<file path="src/rtl/ca_row_sequencer.sv">
// Row sequencer for a 1-D cellular automaton display: seeds, runs and re-seeds rows per frame,
// adopts new rules only during vertical blanking. Optional macro CA_LFSR_SEED_EN seeds from an LFSR.
module ca_row_sequencer #(
  parameter int H_ACTIVE = 640,
  parameter int V_ACTIVE = 480,
  parameter int SEED_POS = 320,
  parameter logic [7:0] RULE_RESET = 8'd90
) (
  input  logic       clk,
  input  logic       reset,
  input  logic       display_on,
  input  logic [9:0] hpos,
  input  logic [9:0] vpos,
  input  logic       evolve,
  input  logic       restart,
  input  logic       rule_req,
  input  logic [7:0] rule_in,
  output logic       rule_ack,
  output logic [7:0] rule,
  output logic       shift_en,
  output logic       inject,
  output logic       seed_bit,
  output logic [7:0] frame_cnt
);

  localparam logic [9:0] H_LAST   = 10'(H_ACTIVE - 1);
  localparam logic [9:0] V_END    = 10'(V_ACTIVE);
  localparam logic [9:0] SEED_COL = 10'(SEED_POS);

  typedef enum logic [1:0] {IDLE, VBLANK, SEED, RUN} state_t;

  state_t state, state_nxt;
  logic   restart_pending;
  logic   adopted;
  logic   adopt;
  logic   frame_start, frame_end;
  logic   active, seeding;

  assign frame_start = (vpos == 10'd0) && (hpos == 10'd0);
  assign frame_end   = (vpos == V_END) && (hpos == 10'd0);
  assign adopt       = (state == VBLANK) && rule_req && !adopted;

  always_ff @(posedge clk) begin
    if (reset) state <= IDLE;
    else       state <= state_nxt;
  end

  always_comb begin
    state_nxt = state;
    case (state)
      IDLE:    if (frame_end) state_nxt = VBLANK;
      VBLANK:  if (frame_start) state_nxt = (restart_pending || !evolve) ? SEED : RUN;
      SEED:    if (display_on && hpos == H_LAST) state_nxt = RUN;
      RUN:     if (frame_end) state_nxt = VBLANK;
      default: state_nxt = IDLE;
    endcase
  end

`ifdef CA_LFSR_SEED_EN
  logic [15:0] lfsr;
  always_ff @(posedge clk) begin
    if (reset)       lfsr <= 16'hACE1;
    else if (inject) lfsr <= {lfsr[0] ^ lfsr[2] ^ lfsr[3] ^ lfsr[5], lfsr[15:1]};
  end
`endif

  // The frame's first pixel arrives on the same cycle VBLANK is left, so it is
  // attributed to the incoming state to give full-width rows.
  always_comb begin
    active   = 1'b0;
    seeding  = 1'b0;
    shift_en = 1'b0;
    inject   = 1'b0;
    seed_bit = 1'b0;
    case (state)
      SEED:    begin active = 1'b1; seeding = 1'b1; end
      RUN:     active = 1'b1;
      VBLANK:  begin
        active  = (state_nxt != VBLANK);
        seeding = (state_nxt == SEED);
      end
      default: ;
    endcase
    shift_en = display_on && active;
    inject   = display_on && seeding;
`ifdef CA_LFSR_SEED_EN
    seed_bit = inject && lfsr[0];
`else
    seed_bit = inject && (hpos == SEED_COL);
`endif
  end

  always_ff @(posedge clk) begin
    if (reset) begin
      rule            <= RULE_RESET;
      rule_ack        <= 1'b0;
      adopted         <= 1'b0;
      restart_pending <= 1'b1;
      frame_cnt       <= 8'd0;
    end else begin
      rule_ack <= adopt;
      if (adopt) rule <= rule_in;
      // One adoption per blanking interval; cleared once VBLANK is left.
      adopted <= (state == VBLANK) ? (adopted || adopt) : 1'b0;
      if (restart)
        restart_pending <= 1'b1;
      else if (state_nxt == SEED && state != SEED)
        restart_pending <= 1'b0;
      if (state == RUN && state_nxt == VBLANK)
        frame_cnt <= frame_cnt + 8'd1;
    end
  end

endmodule

</file>
<file path="config.mk">
export PLATFORM = sky130hd
export DESIGN_NAME = ca_row_sequencer
export DESIGN_NICKNAME = d
export VERILOG_FILES = /design/src/rtl/ca_row_sequencer.sv
export SDC_FILE = /design/constraint.sdc
export NUM_CORES = 1
export LEC_CHECK = 0
export CAP_MARGIN = 20
export CORE_MARGIN = 3
export CORE_UTILIZATION = 42
export CTS_BUF_LIST = sky130_fd_sc_hd__clkbuf_4
export DETAILED_ROUTE_END_ITERATION = 10
export GPL_TIMING_DRIVEN = 1
export HOLD_SLACK_MARGIN = 0.12
export PLACE_DENSITY = 0.89
export SLEW_MARGIN = 20
export SYNTH_ARGS = -nofsm -noshare
export SYNTH_HDL_FRONTEND = slang
export SYNTH_SLANG_ARGS = --single-unit
</file>
<file path="constraint.sdc">
create_clock -name clk -period 3.3 [get_ports clk]
set_input_delay 0.66 -clock clk [delete_from_list [all_inputs] [get_ports clk]]
set_output_delay 0.66 -clock clk [all_outputs]
set_load 0.005 [all_outputs]
</file>
==> summary.md, run 1 <==
| Metric | Value |
|---|---|
| Worst r2r path cells | 10 |
| CP Class | input port to primary output |
| FP Rows | 18 |
| Synth unique cells | 35 |
| CP Max Fanout | 3 |
| Synthesis-to-layout area growth | 67.9% |
| Fin cells | 234 |
| Hold slack | around 0.46 ns |
| Tmin final | 3.27 ns |
| Cell taking the most area after synthesis | dfxtp_1 |
| DR vias/cell | 5.68 |
| Largest net degree at the start of global routing | 23 |
| Crit. Startpoint | hpos[4] |
| Status | completed |
| CTS root buffer | clkbuf_4 |
| Avg WL per Cell | 16.5 um |
| Vias | 1328 |
| Syn Inst Count | 137 |
| Crit end category | primary output |
| Largest cells by area after synthesis | dfxtp_1 (36%), nand2_1 (7.7%), ha_1 (6.4%), a21oi_1 (4.7%), nor4_4 (3.6%) |
| Final WL | 3860 um |
| TritonCTS clock tree | built |
| Predominant post-synthesis flop cell | dfxtp_1 |
| First-pass GRT wire length | 5310 um |
| Die height | roughly 59 um |
| Top-area cell type share of the netlist area | approximately 36% |
| Fillers | roughly 180 |
| Slew HR | between 40% and 50% |
| Buffers added on ports | between 50 and 60 |
| Initial antenna violation count | 0 |
| Top-count cell post-synth | nand2_1 |
| #FFs+latches synth | 21 |
| R2R setup slack | 0.61 ns |
| IO Count | 54 |
| Placed cell count | 223 |
| Vias in the first global route | 1200 |
| N_diodes | 0 |
| Arr. time, crit path | 2.61 ns |
| Sequential area share after synthesis | 35.9% |
| Fmax | 305 MHz |
| FFs w/ async S/R, synth | 0% |
| Pwr/cell area | approximately 230 mW/mm2 |
| CTS hold repair buffers | 0 |
| Hold path cells | 2 |
| CTS Buf Count | 3 |
| Total congestion overflow | 0 |
| Worst Hold Class | flop to flop |
| First-pass DRT Iterations | 4 |
| Die width | 58.8 um |
| Worst-Skew Late Latency | around 0.3 ns |
| Antenna-violating nets left | 0 |
| Core area | 0.00257 mm2 |
| DRT iter0 DRCs | 26 |
| Die area | 0.00346 mm2 |
| Post-synth EDFFs | 0 |
| Reg2reg start | state[0] |
| Final setup viols | 0 |
| Gp weighted congestion | roughly 0.84 |
| Hold path startpoint | rule[5] |
| CTS H-tree depth | 1 |
| Share of cells above drive strength 1 | 20.1% |
| Worst Setup Start Kind | input port |
| HPWL Detailed | 2620 um |
| Synthesized area | roughly 0.0012 mm2 |
| GRT Resource Usage Total | approximately a fifth |
| CTS Buffer Depth | 2 |
| Initial Util | 45.6% |
| Clk sinks | 21 |
| Leakage | 0.811 nW |
| Fin util | 76.6% |
| WP data required | between 2 and 3 ns |
| Count of final hold-check violations | 0 |
| Peak supply drop | 0.000244 V |
| CTS clk-pin slew, worst paths | 0.12 ns |
| Synth cell count leaders | nand2_1 (24), dfxtp_1 (21), a21oi_1 (11) |
| Synthesis warning total | 0 |
| Final Cycle Share | 99.2% |
| Fin. max-slew vios | 0 |
| DRC | 0 |
| Mean post-synth cell area | around 8.5 um2 |
| Layout Nets | 245 |
| # Max-Cap Violations | 0 |
| Syn Nets | 177 |
| Worst clock skew | 0.00301 ns |
| Worst Tran Pin Value | 0.773 ns |
## sequential cells by signal, indices dropped and copies added (netlist names)
register         cells
rule_ack             1
frame_cnt            8
restart_pending      1
state                2
rule                 8
adopted              1
## final timing paths
check                       to
setup / recovery      seed_bit
hold / removal         rule[5]
setup reg to reg  frame_cnt[6]
hold reg to reg        rule[5]
## critical path, stage by stage
cell and delay, ns:
dlygate4sd2_1 0.27, nor4_4 0.29, nand4_2 0.19, buf_6 0.17
o211a_1 0.23, buf_6 0.13, nor2_4 0.13, a31oi_4 0.11
nor4_2 0.26, buf_2 0.17
## layout make-up
| type | instances | area (um2) | area share [%] |
|---|---|---|---|
| sequential | 21 | 422 | 21.4 |
| multi-input combinational | 105 | 790 | 40.1 |
| inverter | 6 | 22.5 | 1.15 |
| clock buffer | 4 | 30.0 | 1.53 |
| timing repair buffer | 68 | 666 | 33.8 |
| tap | 30 | 37.5 | 1.91 |
## metal layers
layer / vias up / track usage, % / wire (um)
met5: - / 0 / 0
met4: 0 / 2.59 / 23
met3: 4 / 4.17 / 212
met2: 41 / 36.6 / 2130
met1: 649 / 23.2 / 1490
li1: 634 / - / -
## power by group
group / internal (mW) / switching, mW / leakage [nW]
logic: 0.0383 / 0.0208 / 0.623
registers: 0.253 / 0.000000851 / 0.170
clock network: 0.0553 / 0.0769 / 0.0184
total: 0.347 / 0.0977 / 0.811
## cell families (layout without fill, tap and decap cells)
group,count (synthesis),count (layout),synth area share [%]
flip-flops,21,21,35.9
multiplexers,1,1,0.961
AO/OA/AOI/OAI,30,30,18.8
AND/OR/NAND/NOR,68,68,34.3
buffers and inverters,11,78,3.63
adder cells (fa/ha/maj),6,6,6.41
## cell usage in the layout, fill, tap and decap left out, types with 2 or more instances in the layout
cell             instances
inv_1                    6
clkdlybuf4s15_1          2
clkbuf_4                 4
buf_4                   13
or4_1                    4
nor3_1                   2
o211a_1                  2
nand2_1                 24
dlymetal6s2s_1          13
or3_1                    4
nor4_2                   4
a21oi_1                 11
nor2_1                   8
ha_1                     6
nand4_1                  3
o31ai_1                  4
clkdlybuf4s50_1         33
buf_6                    2
a31oi_4                  2
dlygate4sd2_1            2
dfxtp_1                 20
nor4_4                   2
o21ai_0                  4
buf_2                    2
nand3b_1                 5
nand3_1                  2
## repair_timing
action | 4_1_cts | 5_1_grt
pin swaps | 7 | 12
buffers inserted | 3 | 4
endpoints found under the setup margin | 3 | 3
cloned | 0 | 0
resized for setup | 20 | 27
## per-stage QoR
step / total power [mW] / setup TNS, ns / area (um2) / worst slack, ns
3_3_place_gp: 0.317 / -0.937 / 1780 / -0.358
2_1_floorplan: 0.268 / 0 / 1170 / 0.494
4_1_cts: 0.447 / 0 / 1840 / 0.0167
6_report: 0.445 / 0 / 1970 / 0.0255
3_5_place_dp: 0.318 / -1.08 / 1780 / -0.448
5_1_grt: 0.462 / -0.152 / 1970 / -0.110
No activity file was read; power rests on OpenSTA's default activity.
==> run 2: changes to the inputs <==
Settings changed: CAP_MARGIN 20 to 30.
==> results of run 2 <==
Same layout as run 1: the final DEF is identical, and so are final timing and power.
==> run 3: changes to the inputs <==
Settings changed: CORE_UTILIZATION 42 to 41, CTS_BUF_LIST sky130_fd_sc_hd__clkbuf_4 to default, PLACE_DENSITY 0.89 to 0.88.
==> run 3 against run 2 <==
Critical path depth did not move; sequential cell count did not move; critical path type unchanged; sequential power barely moved; non-clock buffer count fell by 1; wire length fell by 4.2%; largest cell class unchanged; clock power fell by 6%; total power fell by 1.7%; clock-buffer cell count did not move; via count fell by 1.1%; design area fell by 2.1%.
==> summary.md, run 3 (synthesis gave the netlist of run 1 again) <==
| Metric | Value |
|---|---|
| WP data required | 2.64 ns (about the same) |
| Comb pwr share | 13.8% (+0.5 points) |
| Fin util | 74.3% (-2.3 points) |
| Multi-input gate area | 773 um2 (-2.1%) |
| Sequential Power Share | 57.9% (+0.9 points) |
| CTS Buffer Depth | 2 (unchanged) |
| Tmin final | 3.20 ns (-0.0769 ns) |
| CP Max Fanout | 3 (unchanged) |
| CTS Buf Count | 3 (unchanged) |
| Initial Util | 45.2% (-0.40 points) |
| CP delay by family, top | buffers and inverters |
| Synthesis-to-layout area growth | 64.4% |
| Layout Nets | 244 (-0.41%) |
| Slew HR | 49.7% (+1.4 points) |
| CP bufs+invs | 4 (unchanged) |
| Initial antenna violation count | 0 (unchanged) |
| HPWL Detailed | 2760 um (+5.2%) |
| Placed cell count | 225 (+0.90%) |
| Crit end category | primary output |
| IO Count | 54 (unchanged) |
| Leakage | 0.755 nW (-6.9%) |
| Final TNS setup | 0 ns (unchanged) |
| Final Cycle Share | 96.9% (-2.3 points) |
| First-pass GRT wire length | 5820 um (+9.5%) |
| DRT iter0 DRCs | 53 (+100%) |
| Critical path's largest stage delay | 0.45 ns (+0.16 ns) |
| CTS H-tree depth | 1 (unchanged) |
| Fmax | 313 MHz (+2.4%) |
| Worst-Skew Late Latency | 0.30 ns (about the same) |
| Die width | 59.4 um (+1.1%) |
| # Max-Cap Violations | 0 (unchanged) |
| N_diodes | 0 (unchanged) |
| GRT Resource Usage Total | 21.2% (+1.7 points) |
| CP Class | input port to primary output |
| Pwr/cell area | 227 mW/mm2 (+0.45%) |
| Most common cell after layout, fill and taps aside | clkdlybuf4s50_1 |
| Core area | 0.00259 mm2 (+0.88%) |
| CTS root buffer | clkbuf_4 |
| Reg area | 420 um2 (-0.30%) |
| FP Rows | 18 (unchanged) |
| Worst Setup Start Kind | input port |
| TritonCTS clock tree | built |
| Dpl cell area | 0.00179 mm2 (+0.84%) |
| Buffers added on ports | 53 (unchanged) |
| Share of cells above drive strength 1 | 17.2% (-2.9 points) |
| Vias in the first global route | 1329 (+11%) |
| Clk sinks | 21 (unchanged) |
| Switching Share | 22.4% (+0.44 points) |
| Fillers | 189 (+5.6%) |
| DRC | 0 (unchanged) |
| R2R setup slack | 0.56 ns (-0.05 ns) |
| Gp weighted congestion | 0.925 (+10%) |
| Die height | 59.4 um (+1.1%) |
| Count of final hold-check violations | 0 (unchanged) |
| Worst clock skew | 0.00166 ns (-0.00135 ns) |
| Clock power frac | 28.3% (-1.4 points) |
| Post-layout instance area | 0.00193 mm2 (-2.1%) |
| Status | completed |
| Final WL | 3700 um (-4.2%) |
| Vias | 1314 (-1.1%) |
| DR vias/cell | 5.64 (-0.63%) |
| CTS clk-pin slew, worst paths | 0.11 ns (about the same) |
| Worst Tran Pin Value | 0.752 ns (-0.0211 ns) |
| Largest net degree at the start of global routing | 23 (unchanged) |
| Final setup viols | 0 (unchanged) |
| Antenna-violating nets left | 0 (unchanged) |
| P_sw | 0.0981 mW (+0.31%) |
| First-pass DRT Iterations | 4 (unchanged) |
| Die area | 0.00353 mm2 (+2.2%) |
| Arr. time, crit path | 2.54 ns (-0.07 ns) |
| Fin. max-slew vios | 0 (unchanged) |
| Fin cells | 233 (-0.43%) |
| Peak supply drop | 0.000307 V (+26%) |
| Avg WL per Cell | 15.9 um (-3.8%) |
| Worst path slowest cell | clkdlybuf4s50_1 |
| Critical-path cell list | clkdlybuf4s50_1 -> nor4_2 -> nand4_2 -> buf_6 -> buf_4 -> a31oi_4 -> o21ai_2 -> a31oi_1 -> nor2_1 -> clkdlybuf4s15_1 |
| Top flop regs | frame_cnt: 8 flops, rule: 8 flops, state: 2 flops |
| Commonest cells after routing, fill and taps aside | clkdlybuf4s50_1 (36), nand2_1 (24), dfxtp_1 (21) |
| Total congestion overflow | 0 (unchanged) |
| Worst Hold Class | flop to flop |
| CTS hold repair buffers | 0 (unchanged) |
| P_int | 0.339 mW (-2.2%) |
run 3: layout make-up:
type / instances / share of cell area, %
multi-input combinational: 105 / 40.2
timing repair buffer: 67 / 33.5
sequential: 21 / 21.8
tap: 30 / 1.95
clock buffer: 4 / 1.36
inverter: 6 / 1.17
run 3: worst min-delay path, stage by stage, from the launching register on:
cell	delay [ns]
dfxtp_1	0.33
nand2_1	0.05
a21oi_1	0.06
run 3: what timing repair did:
| item | 4_1_cts | 5_1_grt |
|---|---|---|
| endpoints found under the hold margin | 0 | 0 |
| pin swaps | 10 | 10 |
| gates resized for setup | 22 | 14 |
| buffers inserted | 3 | 1 |
| endpoints found under the setup margin | 3 | 3 |
run 3: power groups by stage:
stage	sequential, mW	combinational, mW	clock [mW]
finish	0.253	0.0603	0.124
detailed placement	0.259	0.0605	0
global route	0.253	0.0639	0.131
global placement	0.259	0.0592	0
floorplan	0.259	0.00933	0
CTS	0.253	0.0596	0.123
run 3: metal layers:
metal	GRT usage, %	vias to the layer above	share of wire (%)
met5	0	-	0
met4	5.50	0	2.2
met3	5.66	10	5.3
met2	41.3	38	56
met1	21.9	631	36
li1	-	635	-
run 3: final timing paths:
| check | startpoint | to | cells past startpoint |
|---|---|---|---|
| worst min-delay path | rule[7] | rule[7] | 2 |
| worst max-delay path | hpos[6] | inject | 10 |
| worst max register to register | state[0] | frame_cnt[6] | 11 |
| worst min register to register | rule[7] | rule[7] | 2 |
run 3: metrics by stage:
stage               hold WS [ns]  power [mW]  worst slack, ns
CTS                        0.468       0.436           0.0145
global route               0.492       0.448          -0.0239
floorplan                  0.429       0.268            0.494
detailed placement         0.452       0.320           -0.424
finish                     0.469       0.437            0.102
global placement           0.443       0.318           -0.359
==> RTL change 1 (flow settings as in run 3) <==
The 4 states of `state_t` get a Gray code encoding in 2 bits.
--- a/src/rtl/ca_row_sequencer.sv
+++ b/src/rtl/ca_row_sequencer.sv
@@ -28,5 +28,5 @@
   localparam logic [9:0] SEED_COL = 10'(SEED_POS);
 
-  typedef enum logic [1:0] {IDLE, VBLANK, SEED, RUN} state_t;
+  typedef enum logic [1:0] {IDLE = 2'b00, VBLANK = 2'b01, SEED = 2'b11, RUN = 2'b10} state_t;
 
   state_t state, state_nxt;
Behaviour: same outputs for any inputs over 10 cycles, from zero or initial values and one cycle with reset high; not proved beyond that.
==> RTL change 1 against run 3 <==
  * Total power grew 0.68%
  * Setup slack got worse by 0.025 ns
  * Synthesized cell count fell by 12%
  * Largest cell class is now non-clock buffers
  * Register-to-register slack gained 0.89 ns
  * Routed wire length is 15% lower
  * Count of clock-buffer cells in the layout down 1
  * Worst hold slack improved by 0.0078 ns
  * Critical endpoint is now seed_bit
  * Sequential cell count unchanged
  * Synthesized area decreased by 14%
  * Core utilization is 0.69 points higher
  * Design area decreased by 11%
  * Non-clock buffer count fell by 3
  * Clock skew rose by 0.0072 ns
  * Highest routed layer unchanged
  * Critical path type unchanged
==> RTL change 1: results (changes against run 3) <==
stage;metric;value;unit;change
status;status;finished clean;;
timing;worstMarginPinSlew;0.690;ns;-0.0620 ns
yosys;synthTopCellsByArea;dfxtp_1 42%, nand2_1 8.2%, or4_1 7.5%, a21oi_1 6.0%, o31ai_1 4.5%;;
hold_path;hold_start;rule[7]$_SDFFE_PP0P_;;
global_routing;first_global_vias;1160;;-13%
hold_path;hold_end;rule[7]$_SDFFE_PP0P_;;
timing;clock_skew;0.00884;ns;+0.00718 ns
setup_path;reg2regPathDepth;4;;-7
power;ir_drop;187;µV;-39%
setup_path;ff2ff_setup_slack;1.45;ns;+0.89 ns
clock_tree;clk_pin_slew;0.13;ns;+0.02 ns
layout;drive_above_1_share;12.0;%;-5.2 points
timing;hold_slack;0.476;ns;+0.00778 ns
layout;nFillCells;165;;-13%
routing;wl_per_cell;14.8;µm;-6.5%
yosys;synth_commonest_cells;22 x nand2_1, 21 x dfxtp_1, 12 x a21oi_1, 10 x or4_1;;
hold_path;hold_class;reg -> reg;;
place;dp_slack;-0.544;ns;-0.121 ns
place;place_area;1610;µm²;-10%
clock_tree;cts_root_buf;clkbuf_4;;
setup_path;r2r-end;frame_cnt[6]$_SDFFE_PP0P_;;
setup_path;cp.arrival;2.56;ns;+0.02 ns
global_routing;antenna_found_initial;0;;unchanged
setup_path;r2r_start;state[0]$_SDFF_PP0_;;
routing;via_per_inst;5.56;;-1.4%
power;leakage;0.690;nW;-8.7%
global_routing;grtUsageTotal;20.2;%;-1.0 points
routing;drt_iter0_drc;25;;-53%
clock_tree;ctsHtreeMaxLevel;1;;unchanged
yosys;ys_seq_area_share;41.7;%;+5.8 points
place;io_buffers;53;;unchanged
setup_path;crit_fanout;2;;-1
yosys;synth.distinct_cells;32;;-8.6%
clock_tree;clock_latency;0.31;ns;
yosys;syn_nets;156;;-12%
yosys;ys_async_sr_fraction;0;%;unchanged
layout;diodes;0;;unchanged
global_routing;grt_pass1_wl;5.05;mm;-13%
layout;nets;219;;-10%
layout;largestRegisters;frame_cnt: 8 flops, rule: 8 flops, state: 2 flops;;
hold_path;hold_depth;2;;unchanged
yosys;ys_warn_count;0;;unchanged
place;gp_congestion;0.821;;-11%
clock_tree;cts_buffers;3;;unchanged
place;place_hpwl;2.39;mm;-13%
==> RTL change 1: layer usage <==
layer / up-vias / wire, µm / GRT usage [%]
met5: - / 0 / 0
met4: 0 / 69 / 9.03
met3: 8 / 177 / 3.74
met2: 55 / 1670 / 38.7
met1: 534 / 1210 / 20.9
li1: 576 / - / -
==> RTL change 1: cell families (layout without fill, tap and decap cells) <==
logic type | after synthesis | after routing | synth area share, %
adders and majority gates | 1 | 1 | 1.24
buffers and inverters | 7 | 69 | 3.10
muxes | 1 | 1 | 0.994
and+or+nand+nor | 66 | 66 | 37.8
DFF | 21 | 21 | 41.7
AOI/OAI and AO/OA | 25 | 25 | 15.2
==> RTL change 1: worst max path at each step <==
stage | from | endpoint | slack [ns] | depth (start not counted)
5_1_grt | hpos[8] | seed_bit | 0.003 | 6
3_3_place_gp | hpos[0] | seed_bit | -0.44 | 6
4_1_cts | hpos[3] | seed_bit | -0.10 | 6
2_1_floorplan | hpos[1] | seed_bit | 0.34 | 4
6_report | hpos[8] | seed_bit | 0.08 | 6
3_5_place_dp | hpos[1] | seed_bit | -0.54 | 6
==> RTL change 1: final cells by class <==
class	instances	share of cell area (%)
Clock buffer	3	1.32
Clock inverter	1	0.440
Inverter	1	0.220
Multi-Input combinational cell	93	34.4
Sequential cell	21	24.6
Tap cell	28	2.05
Timing Repair Buffer	64	36.9
==> RTL change 1: where the power goes <==
| part | switching [mW] | internal (mW) | leakage (nW) |
|---|---|---|---|
| registers | 0.0000000891 | 0.253 | 0.169 |
| clock network | 0.0833 | 0.0462 | 0.0139 |
| logic | 0.0174 | 0.0399 | 0.507 |
| total | 0.101 | 0.340 | 0.690 |
==> RTL change 1: stage by stage <==
step	setup TNS, ns	util (%)	std cells
CTS	-0.101	73.2	210
finish	0	75.0	211
global route	0	75.0	211
floorplan	0	-	121
detailed placement	-1.28	70.9	205
global placement	-0.759	70.9	205
==> RTL change 1: repair_timing <==
action,4_1_cts,5_1_grt
resized for setup,9,16
buffers inserted,1,1
endpoints found under the setup margin,3,2
hold buffers,0,0
pin swaps,3,7
==> RTL change 1: worst max-delay path: stages <==
cell and delay [ns]:
clkdlybuf4s50_1 0.42, or4_4 0.55, nor4_4 0.18, nand4_1 0.18
a2111oi_2 0.39, buf_2 0.17
==> RTL change 2 (flow settings as in run 3) <==
Made on the original files. Add a define of `CA_LFSR_SEED_EN`.
--- a/src/rtl/ca_row_sequencer.sv
+++ b/src/rtl/ca_row_sequencer.sv
@@ -1,4 +1,6 @@
 // Row sequencer for a 1-D cellular automaton display: seeds, runs and re-seeds rows per frame,
 // adopts new rules only during vertical blanking. Optional macro CA_LFSR_SEED_EN seeds from an LFSR.
+`define CA_LFSR_SEED_EN
+
 module ca_row_sequencer #(
   parameter int H_ACTIVE = 640,
Function: changed (Yosys sat finds a counterexample within 4 cycles, from zero or initial values and one cycle with reset high).
==> RTL change 2 against run 3 <==
  * Setup slack got worse by 0.038 ns
  * Total power increased to 2.9 times the old value
  * Synthesized area increased by 55%
  * Design area rose by 41%
  * Routed wire length up 20%
  * First-iteration DRC count grew 74%
  * Global-route usage fell by 4.2 points
  * Sequential cell count is 16 higher
  * Critical endpoint is now seed_bit
  * Largest power group unchanged
==> RTL change 2: results (changes against run 3) <==
stage;metric;value;unit;change
power;leakage;1.19;nW;+58%
setup_path;cp_top_family;simple AND/OR/NAND/NOR gates;;
status;status;finished clean;;
routing;drt_iter0_drc;92;;+74%
clock_tree;clk_pin_slew;0.08;ns;-0.03 ns
power;ir_drop;299;µV;-2.7%
yosys;ys_seq_area_share;40.8;%;+4.9 points
layout;nFillCells;327;;+73%
setup_path;cp.arrival;2.58;ns;+0.04 ns
yosys;ys.flop_type;dfxtp_1;;
yosys;avgSynthCellArea;9.08;µm²;+6.3%
timing;max-slew-margin-rel;66.5;%;+17 points
setup_path;cp_slowest_cell;or4_4;;
setup_path;crit_fanout;2;;-1
global_routing;grt_max_degree;34;;+48%
timing;clock_skew;0.00870;ns;+0.00704 ns
global_routing;grt_overflow;0;;unchanged
routing;wirelength;4.42;mm;+20%
clock_tree;clock_latency;0.29;ns;
routing;dr.pass1.iters;4;;unchanged
place;gp_congestion;0.855;;-7.6%
yosys;ys_async_sr_fraction;0;%;unchanged
hold_path;hold_class;reg -> reg;;
layout;nets;312;;+28%
routing;via_per_inst;5.26;;-6.7%
layout;largestRegisters;lfsr: 16 flops, frame_cnt: 8 flops, rule: 8 flops;;
yosys;synth.distinct_cells;39;;+11%
setup_path;max_stage_delay;0.49;ns;+0.04 ns
layout;diodes;0;;unchanged
clock_tree;clk_path_buf_depth;2;;unchanged
global_routing;grt_pass1_wl;7.27;mm;+25%
global_routing;grtUsageTotal;17.0;%;-4.2 points
global_routing;antenna_found_initial;0;;unchanged
routing;antenna_left;0;;unchanged
layout;stdcell_count;323;;+39%
clock_tree;cts_root_buf;clkbuf_8;;
clock_tree;cts_buffers;5;;+2
yosys;synth_commonest_cells;37 x dfxtp_1, 21 x nand2_1, 21 x nor2_1, 17 x mux2i_1, 15 x nand2b_1;;
place;place_hpwl;3.15;mm;+14%
yosys;syn_nets;240;;+36%
place;io_buffers;53;;unchanged
layout;drive_above_1_share;18.3;%;+1.1 points
global_routing;first_global_vias;1690;;+27%
yosys;ys_warn_count;0;;unchanged
yosys;synthTopCellsByArea;dfxtp_1 41%, mux2i_1 9.4%, nand2b_1 5.2%, nand2_1 4.3%, nor2_1 4.3%;;
clock_tree;ctsHtreeMaxLevel;2;;+1
-- RTL change 2: logic make-up (layout without fill, tap and decap cells) --
group | after synthesis | after routing | synth area share (%)
buffers and inverters | 14 | 87 | 4.20
AO/OA/AOI/OAI | 28 | 28 | 11.6
flip-flops | 37 | 37 | 40.8
multiplexers | 18 | 18 | 9.99
adder cells (fa/ha/maj) | 6 | 6 | 4.13
AND/OR/NAND/NOR | 94 | 94 | 27.8
XOR/XNOR | 3 | 3 | 1.45
-- RTL change 2: repair_timing --
| action | CTS | global route |
|---|---|---|
| gates resized for setup | 31 | 12 |
| pin swaps | 9 | 11 |
| setup endpoints to repair | 3 | 3 |
| buffers inserted | 5 | 2 |
-- RTL change 2: through the flow --
step           setup slack (ns)  power (mW)  area [µm²]
2_1_floorplan             0.448       0.631        1820
3_3_place_gp             -0.332       0.748        2460
3_5_place_dp             -0.375       0.753        2460
4_1_cts                 0.00883        1.24        2640
5_1_grt                -0.00763        1.31        2710
6_report                 0.0640        1.25        2710
-- RTL change 2: final cells by class --
cell class              count  area share (%)
well taps                  50            2.31
clock inverters             3            2.40
inverters                   4           0.554
repair buffers             75            25.8
flip-flops and latches     37            27.3
multi-input cells         149            39.1
clock buffers               5            2.54
-- RTL change 2: layer usage --
layer	wire, µm	track usage, %	share of wire, %	vias up
li1	-	-	-	856
met1	1880	19.8	43	801
met2	2270	30.6	51	36
met3	190	3.88	4.3	6
met4	75	5.53	1.7	0
met5	0	0	0	-
-- RTL change 2: worst min-delay path: cells and delay by family, from the launching register on --
family             cells  cell delay (ns)
AOI/OAI and AO/OA      1             0.05
DFF                    1             0.31
and+or+nand+nor        1             0.05
-- RTL change 2: path summary, 6_finish.rpt --
path / startpoint / to / slack (ns) / cells past startpoint
min reg2reg: rule[0]$_SDFFE_PP0P_ / rule[0]$_SDFFE_PP0P_ / 0.46 / 2
max reg2reg: state[0]$_SDFF_PP0_ / frame_cnt[0]$_SDFFE_PP0P_ / 0.46 / 12
max: vpos[5] / seed_bit / 0.06 / 8
min: rule[0]$_SDFFE_PP0P_ / rule[0]$_SDFFE_PP0P_ / 0.46 / 2
-- RTL change 2: where the power goes --
group	internal, mW	leakage, nW	switching, mW
combinational	0.166	0.823	0.156
sequential	0.462	0.299	0.00837
clock	0.300	0.0681	0.157
total	0.928	1.19	0.321
